===== src/rtl/coax_framed_tx_if.sv =====
// coax_framed_tx_if: host-side bus of the framed coax transmitter.
// Carries the enqueue port (data/last/load_strobe), the frame control inputs
// (start_strobe/abort) and the status outputs (empty, full, frames_pending,
// busy, done_strobe, aborted).
//   master : host side (drives data/control, observes status)
//   slave  : coax_framed_tx side
interface coax_framed_tx_if #(
    parameter int MAX_FRAMES = 15
);
    localparam int FW = $clog2(MAX_FRAMES + 1);

    logic [9:0]    data;
    logic          last;
    logic          load_strobe;
    logic          start_strobe;
    logic          abort;
    logic          empty;
    logic          full;
    logic [FW-1:0] frames_pending;
    logic          busy;
    logic          done_strobe;
    logic          aborted;

    modport master (
        output data, last, load_strobe, start_strobe, abort,
        input  empty, full, frames_pending, busy, done_strobe, aborted
    );

    modport slave (
        input  data, last, load_strobe, start_strobe, abort,
        output empty, full, frames_pending, busy, done_strobe, aborted
    );
endinterface


===== src/rtl/coax_framed_tx.sv =====
// coax_framed_tx: framed, buffered transmitter for 10-bit coax words.
// A FIFO of {last, data} holds whole frames; each start request sends the
// oldest complete frame through coax_tx. An abort flushes the remainder of
// the frame in flight.
//
// Ports:
//   clk, reset  clock, synchronous active-high reset
//   host        coax_framed_tx_if.slave (enqueue, start/abort, status)
//   active      coax_tx line activity
//   tx          coax serial output
//
// Build option: define COAX_FRAMED_TX_AUTO_START_EN to start a frame
// whenever one is pending, without start_strobe.
//
// Also contains the helper modules fifo_sync_ram and coax_tx.

// ---------------------------------------------------------------------------
// fifo_sync_ram: first-word-fall-through FIFO. rd_data always shows the head
// word while !empty; rd_ena pops it. Writes when full and reads when empty
// are ignored.
// ---------------------------------------------------------------------------
module fifo_sync_ram #(
    parameter int WIDTH = 11,
    parameter int DEPTH = 256
) (
    input  logic             clk,
    input  logic             reset,
    input  logic             wr_ena,
    input  logic [WIDTH-1:0] wr_data,
    input  logic             rd_ena,
    output logic [WIDTH-1:0] rd_data,
    output logic             empty,
    output logic             full
);
    localparam int AW = $clog2(DEPTH);

    logic [WIDTH-1:0] mem [DEPTH];
    logic [AW:0]      wr_ptr;
    logic [AW:0]      rd_ptr;

    // Extra pointer bit distinguishes full from empty.
    assign empty   = (wr_ptr == rd_ptr);
    assign full    = (wr_ptr[AW] != rd_ptr[AW]) && (wr_ptr[AW-1:0] == rd_ptr[AW-1:0]);
    assign rd_data = mem[rd_ptr[AW-1:0]];

    always_ff @(posedge clk) begin
        if (wr_ena && !full)
            mem[wr_ptr[AW-1:0]] <= wr_data;
    end

    always_ff @(posedge clk) begin
        if (reset) begin
            wr_ptr <= '0;
            rd_ptr <= '0;
        end else begin
            if (wr_ena && !full)
                wr_ptr <= wr_ptr + 1'b1;
            if (rd_ena && !empty)
                rd_ptr <= rd_ptr + 1'b1;
        end
    end
endmodule

// ---------------------------------------------------------------------------
// coax_tx: bi-phase line encoder. Each word goes out as 12 bit cells:
// sync bit (1), data[9:0] MSB first, even parity over data. A bit cell is
// ~bit for the first half and bit for the second half, so every cell has a
// mid-cell transition. Words handed in while a word is on the line follow
// back to back; when none is waiting, one end cell (line held high for the
// whole cell, i.e. no transition) closes the frame and active drops.
// One word of holding buffer: ready = buffer free.
// ---------------------------------------------------------------------------
module coax_tx #(
    parameter int CLOCKS_PER_BIT = 8
) (
    input  logic       clk,
    input  logic       reset,
    input  logic [9:0] data,
    input  logic       strobe,
    output logic       ready,
    output logic       active,
    output logic       tx
);
    localparam int CW = (CLOCKS_PER_BIT > 2) ? $clog2(CLOCKS_PER_BIT) : 1;
    localparam logic [CW-1:0] CNT_MAX = CW'(CLOCKS_PER_BIT - 1);
    localparam logic [CW-1:0] HALF    = CW'(CLOCKS_PER_BIT / 2);

    logic [CW-1:0] cnt;
    logic [3:0]    bit_idx;
    logic [11:0]   shreg;
    logic          in_end;
    logic          hold_vld;
    logic [9:0]    hold_data;
    logic [11:0]   hold_word;

    assign ready     = !hold_vld;
    assign hold_word = {1'b1, hold_data, ^hold_data};
    assign tx        = active & (in_end | ((cnt < HALF) ? ~shreg[11] : shreg[11]));

    always_ff @(posedge clk) begin
        if (reset) begin
            cnt       <= '0;
            bit_idx   <= '0;
            shreg     <= '0;
            in_end    <= 1'b0;
            hold_vld  <= 1'b0;
            hold_data <= '0;
            active    <= 1'b0;
        end else begin
            if (strobe && !hold_vld) begin
                hold_vld  <= 1'b1;
                hold_data <= data;
            end
            if (!active) begin
                if (hold_vld) begin
                    active   <= 1'b1;
                    shreg    <= hold_word;
                    hold_vld <= 1'b0;
                    cnt      <= '0;
                    bit_idx  <= '0;
                    in_end   <= 1'b0;
                end
            end else if (cnt != CNT_MAX) begin
                cnt <= cnt + 1'b1;
            end else begin
                cnt <= '0;
                if (in_end) begin
                    active <= 1'b0;
                    in_end <= 1'b0;
                end else if (bit_idx == 4'd11) begin
                    if (hold_vld) begin
                        shreg    <= hold_word;
                        bit_idx  <= '0;
                        hold_vld <= 1'b0;
                    end else begin
                        in_end <= 1'b1;
                    end
                end else begin
                    shreg   <= {shreg[10:0], 1'b0};
                    bit_idx <= bit_idx + 1'b1;
                end
            end
        end
    end
endmodule

// ---------------------------------------------------------------------------
// coax_framed_tx top
// ---------------------------------------------------------------------------
module coax_framed_tx #(
    parameter int CLOCKS_PER_BIT = 8,
    parameter int DEPTH          = 256,
    parameter int MAX_FRAMES     = 15
) (
    input  logic               clk,
    input  logic               reset,
    coax_framed_tx_if.slave    host,
    output logic               active,
    output logic               tx
);
    localparam int FW = $clog2(MAX_FRAMES + 1);

    typedef enum logic [1:0] {IDLE, SEND, DRAIN, FLUSH} state_t;

    state_t        state;
    logic [FW-1:0] frames_pending;
    logic          rd_pending;   // a pop is scheduled for next clock
    logic          flush_done;   // FLUSH has discarded the frame's last word
    logic          done_strobe;
    logic          aborted;

    logic          fifo_empty, fifo_full, full_i;
    logic [10:0]   head;
    logic          head_last;
    logic          wr_ena;
    logic          tx_ready, tx_strobe, flush_discard, tx_idle;
    logic          inc, dec, start_go;

    assign head_last = head[10];
    assign full_i    = fifo_full || (frames_pending == FW'(MAX_FRAMES));
    assign wr_ena    = host.load_strobe && !full_i;

    // Abort wins over a same-cycle handoff. Consumption of the head is
    // spaced by rd_pending so the FWFT head is always settled.
    assign tx_strobe     = (state == SEND) && !host.abort && !fifo_empty &&
                           tx_ready && !rd_pending;
    assign flush_discard = (state == FLUSH) && !flush_done && !fifo_empty && !rd_pending;
    // Line quiet and nothing left in coax_tx's holding buffer.
    assign tx_idle       = !active && tx_ready;

    assign inc = wr_ena && host.last;
    assign dec = (tx_strobe || flush_discard) && head_last;

`ifdef COAX_FRAMED_TX_AUTO_START_EN
    assign start_go = (frames_pending != '0);
`else
    assign start_go = host.start_strobe && (frames_pending != '0);
`endif

    fifo_sync_ram #(.WIDTH(11), .DEPTH(DEPTH)) u_fifo (
        .clk     (clk),
        .reset   (reset),
        .wr_ena  (wr_ena),
        .wr_data ({host.last, host.data}),
        .rd_ena  (rd_pending),
        .rd_data (head),
        .empty   (fifo_empty),
        .full    (fifo_full)
    );

    coax_tx #(.CLOCKS_PER_BIT(CLOCKS_PER_BIT)) u_tx (
        .clk    (clk),
        .reset  (reset),
        .data   (head[9:0]),
        .strobe (tx_strobe),
        .ready  (tx_ready),
        .active (active),
        .tx     (tx)
    );

    always_ff @(posedge clk) begin
        if (reset) begin
            state          <= IDLE;
            frames_pending <= '0;
            rd_pending     <= 1'b0;
            flush_done     <= 1'b0;
            done_strobe    <= 1'b0;
            aborted        <= 1'b0;
        end else begin
            done_strobe <= 1'b0;
            rd_pending  <= tx_strobe || flush_discard;

            if (inc && !dec)
                frames_pending <= frames_pending + 1'b1;
            else if (dec && !inc)
                frames_pending <= frames_pending - 1'b1;

            case (state)
                IDLE: begin
                    if (start_go)
                        state <= SEND;
                end
                SEND: begin
                    if (host.abort) begin
                        state      <= FLUSH;
                        flush_done <= 1'b0;
                    end else if (tx_strobe && head_last) begin
                        state <= DRAIN;
                    end
                end
                DRAIN: begin
                    if (tx_idle && !rd_pending) begin
                        done_strobe <= 1'b1;
                        aborted     <= 1'b0;
                        state       <= IDLE;
                    end
                end
                FLUSH: begin
                    if (flush_discard && head_last)
                        flush_done <= 1'b1;
                    if (flush_done && tx_idle && !rd_pending) begin
                        done_strobe <= 1'b1;
                        aborted     <= 1'b1;
                        state       <= IDLE;
                    end
                end
                default: state <= IDLE;
            endcase
        end
    end

    assign host.empty          = fifo_empty;
    assign host.full           = full_i;
    assign host.frames_pending = frames_pending;
    assign host.busy           = (state != IDLE);
    assign host.done_strobe    = done_strobe;
    assign host.aborted        = aborted;
endmodule


===== src/flat_wrapper.sv =====
// flat-port wrapper written by rule: the top's interface ports become plain ports
module coax_framed_tx_flat 
#(
    parameter int CLOCKS_PER_BIT = 8,
    parameter int DEPTH          = 256,
    parameter int MAX_FRAMES     = 15
)
  (clk, reset, active, tx, host_data, host_last, host_load_strobe, host_start_strobe, host_abort, host_empty, host_full, host_frames_pending, host_busy, host_done_strobe, host_aborted);
  coax_framed_tx_if #(.MAX_FRAMES(MAX_FRAMES)) host_i ();
  input  logic clk;
  input  logic reset;
  output logic active;
  output logic tx;
  input wire logic [$bits(host_i.data)-1:0] host_data;
  input wire logic [$bits(host_i.last)-1:0] host_last;
  input wire logic [$bits(host_i.load_strobe)-1:0] host_load_strobe;
  input wire logic [$bits(host_i.start_strobe)-1:0] host_start_strobe;
  input wire logic [$bits(host_i.abort)-1:0] host_abort;
  output wire logic [$bits(host_i.empty)-1:0] host_empty;
  output wire logic [$bits(host_i.full)-1:0] host_full;
  output wire logic [$bits(host_i.frames_pending)-1:0] host_frames_pending;
  output wire logic [$bits(host_i.busy)-1:0] host_busy;
  output wire logic [$bits(host_i.done_strobe)-1:0] host_done_strobe;
  output wire logic [$bits(host_i.aborted)-1:0] host_aborted;
  assign host_i.data = host_data;
  assign host_i.last = host_last;
  assign host_i.load_strobe = host_load_strobe;
  assign host_i.start_strobe = host_start_strobe;
  assign host_i.abort = host_abort;
  assign host_empty = host_i.empty;
  assign host_full = host_i.full;
  assign host_frames_pending = host_i.frames_pending;
  assign host_busy = host_i.busy;
  assign host_done_strobe = host_i.done_strobe;
  assign host_aborted = host_i.aborted;
  coax_framed_tx #(.CLOCKS_PER_BIT(CLOCKS_PER_BIT), .DEPTH(DEPTH), .MAX_FRAMES(MAX_FRAMES)) u_core (.clk(clk), .reset(reset), .host(host_i), .active(active), .tx(tx));
endmodule

===== config.mk =====
export PLATFORM = sky130hd
export DESIGN_NAME = coax_framed_tx_flat
export DESIGN_NICKNAME = d
export VERILOG_FILES = /design/src/rtl/coax_framed_tx_if.sv /design/src/rtl/coax_framed_tx.sv /design/src/flat_wrapper.sv
export SDC_FILE = /design/constraint.sdc
export NUM_CORES = 2
export LEC_CHECK = 0
export ABC_AREA = 0
export CAP_MARGIN = 30
export CORE_ASPECT_RATIO = 1.25
export CORE_UTILIZATION = 55
export CTS_CLUSTER_DIAMETER = 50
export DETAILED_ROUTE_END_ITERATION = 12
export DONT_BUFFER_PORTS = 1
export PLACE_DENSITY = 0.73
export SYNTH_ARGS = -nofsm -noshare
export SYNTH_HDL_FRONTEND = slang
export SYNTH_SLANG_ARGS = --single-unit

===== constraint.sdc =====
create_clock -name clk -period 4.1 [get_ports clk]
set_input_delay 0.615 -clock clk [delete_from_list [all_inputs] [get_ports clk]]
set_output_delay 0.615 -clock clk [all_outputs]
set_load 0.05 [all_outputs]

==> run metrics <==
DR iter-0 viols 7605; crit end category register; Post-synth EDFFs 2816; Vias 54.2k; H-tree depth 5; hold crit path type in -> reg; Max FO, Critical Path 34; Pleak 0.0393 uW; Synth-to-Final Area Change 13.8%; routability cong. 0.905; ANT nets after route 0; first-pass GRT wire length 392000 um; crit-path max cell delay 930 ps; Final setup viols 0; sequential area share after synthesis between 70% and 80%; DRC viols 0; worst setup path category reg -> reg; multi-input logic area between 0.02 and 0.025 mm^2; slowest CP cell nor4b_1; clock sinks 2884; Slew Limit Headroom 7.76%; leading cell types in the layout, fill and taps excluded edfxtp_1, mux4_2, buf_4; Yosys cell types 60; fmax 0.246 GHz; most common cell after layout, fill and taps aside edfxtp_1; main flop type after synthesis edfxtp_1; Routed Wire Length 271000 um; Final min period 4060 ps; PwrDens around 460 mW/mm^2; dpl hpwl 154000 um; Num CTS Buffers 283; initial antenna violation count 5; post-placement cell area 0.117 mm^2; run status complete, no violations; post-DR wirelength/cell 32.4 um; Fin Setup TNS 0 ps; Syn Nets 4972; crit path DAT 4920 ps; R2R depth 11; die area roughly 0.2 mm^2; Mapped Avg Cell Area between 20 and 25 um^2; share of post-route cells with drive strength above 1 31.0%; CTS tree done; # port buffers 0; First-pass DRT Iterations 6; Synth async-reset ratio 0%; post-synthesis cell area approximately 0.11 mm^2; cells along the critical path buf_12 > buf_4 > buf_4 > mux4_2 > and2_1 > a211oi_1 > a211oi_1 > buf_4 > o211ai_1 > nor4b_1 > a2111o_1; Hold Path Depth 1; largest cells by area after synthesis edfxtp_1, mux4_2, dfxtp_1, nor2_1, mux2i_1; Horiz. Die Dim 404 um; die height a little over 500 um; Vias/cell 6.48; Fin Hold WS 115 ps; Post-Synthesis Cells 4944; worst vdd ir 435 uV; vias in the first global route 55.2k; clock buffer depth 4; Overall Power 58100 uW; WP data required 4960 ps; clk slew on worst S/H paths around 60 ps; register area 0.0859 mm^2; cell accounting for the most synthesized area edfxtp_1; CTS Root Cell clkbuf_16; gr usage total between 20% and 30%; FF+latch count, synth 2884; Worst-Skew Late Latency 940 ps; Finished Cell Area 0.127 mm^2; skew final 56.8 ps; gr ovfl total 0; share of the synthesized area in the top cell type 76.0%; num rows 184; Warnings, synthesis 0; Fin. Hold Viols 0; number of fill cells in the layout 12.8k; Initial Util 55.4%; Final nets 5506; post-CTS setup buffer count 0; most frequent CP cell buf_4; I/O pin count 27; core area around 0.20 mm^2; max_cap viols 0; Worst Tran Pin Value 1380 ps; largest net degree at the start of global routing 257; Worst Setup Start Kind register; fin crit share 99.0%; Max Slew Vio Count 0
## critical path: cells and delay by family (launching register included)
kind / cells / cell delay (ps)
multiplexers: 1 / 350
flip-flops: 1 / 430
AND/OR/NAND/NOR: 2 / 1070
buffers and inverters: 4 / 1170
AO/OA/AOI/OAI: 4 / 890
## final timing paths
| kind | from | slack (ps) | to |
|---|---|---|---|
| max | register | 40 | u_core.u_tx.hold_data[8] |
| min | host_data[0] | 120 | u_core.u_fifo.mem[96][0] |
| max reg2reg | register | 40 | u_core.u_tx.hold_data[8] |
| min reg2reg | u_core.u_tx.shreg[1] | 490 | u_core.u_tx.shreg[2] |
## area by class of cell
type,count,area share (%)
Antenna cell,3,0.00593
Tap cell,2697,2.66
Inverter,14,0.0474
Clock inverter,125,0.817
Multi-Input combinational cell,1770,19.0
Clock buffer,347,5.94
Timing Repair Buffer,525,3.67
Sequential cell,2884,67.8
## state kept, by name (all words and copies together), names as in the netlist, named ones only
signal                      count
u_core.u_fifo.mem            2816
u_core.u_tx.shreg              12
u_core.u_tx.hold_data          10
u_core.u_fifo.rd_ptr            9
u_core.u_fifo.wr_ptr            9
u_core.host.frames_pending      4
u_core.u_tx.bit_idx             4
u_core.u_tx.cnt                 3
u_core.state                    2
u_core.flush_done               1
u_core.host.aborted             1
u_core.host.done_strobe         1
u_core.rd_pending               1
u_core.u_tx.active              1
u_core.u_tx.hold_vld            1
u_core.u_tx.in_end              1
## kinds of logic (layout without fill, tap and decap cells)
family	Yosys count	count (layout)	share of synthesized area, %
DFF	2884	2884	77.2
adders and majority gates	12	12	0.142
muxes	913	913	17.4
and+or+nand+nor	611	611	2.43
buffers and inverters	290	1011	1.23
xor gates and xnor gates	39	39	0.307
AOI/OAI and AO/OA	195	195	1.27
other	0	3	0
## through the flow
stage	utilization (%)	setup WS, ps	instances
2_1_floorplan	-	269	4944
3_3_place_gp	58.3	73.4	7824
3_5_place_dp	58.5	-0.738	7868
4_1_cts	63.0	68.1	8362
5_1_grt	63.0	-74.9	8363
6_report	63.0	41.5	8365
## what timing repair did
item	CTS	global route
resized for setup	1	15
endpoints found under the setup margin	1	2
hold endpoints to repair	2292	0
pin swaps	0	2
hold buffers	22	0
## per-layer routing
metal / up-vias / routed length (um) / part of all wire (%) / track usage, %
met4: 2 / 13200 / 4.9 / 12.1
met5: - / 18 / 0.0066 / 0
met3: 565 / 22100 / 8.2 / 4.29
met2: 3032 / 139000 / 51 / 45.0
li1: 21900 / - / - / -
met1: 28700 / 97000 / 36 / 35.0
## synthesized netlist by cell type, types with 30 or more instances
master	count
a211oi_1	74
and2_1	40
buf_1	34
buf_2	73
buf_4	35
clkbuf_1	126
dfxtp_1	68
edfxtp_1	2816
mux2i_1	73
mux4_2	819
nand2_1	88
nand3_1	30
nor2_1	357
o22ai_1	30
## power by group
part | internal (uW) | total, uW | switching (uW)
Sequential | 32400 | 32400 | 36.9
Combinational | 288 | 1070 | 778
Clock | 14000 | 24600 | 10600
(Power assumes the default switching activity.)
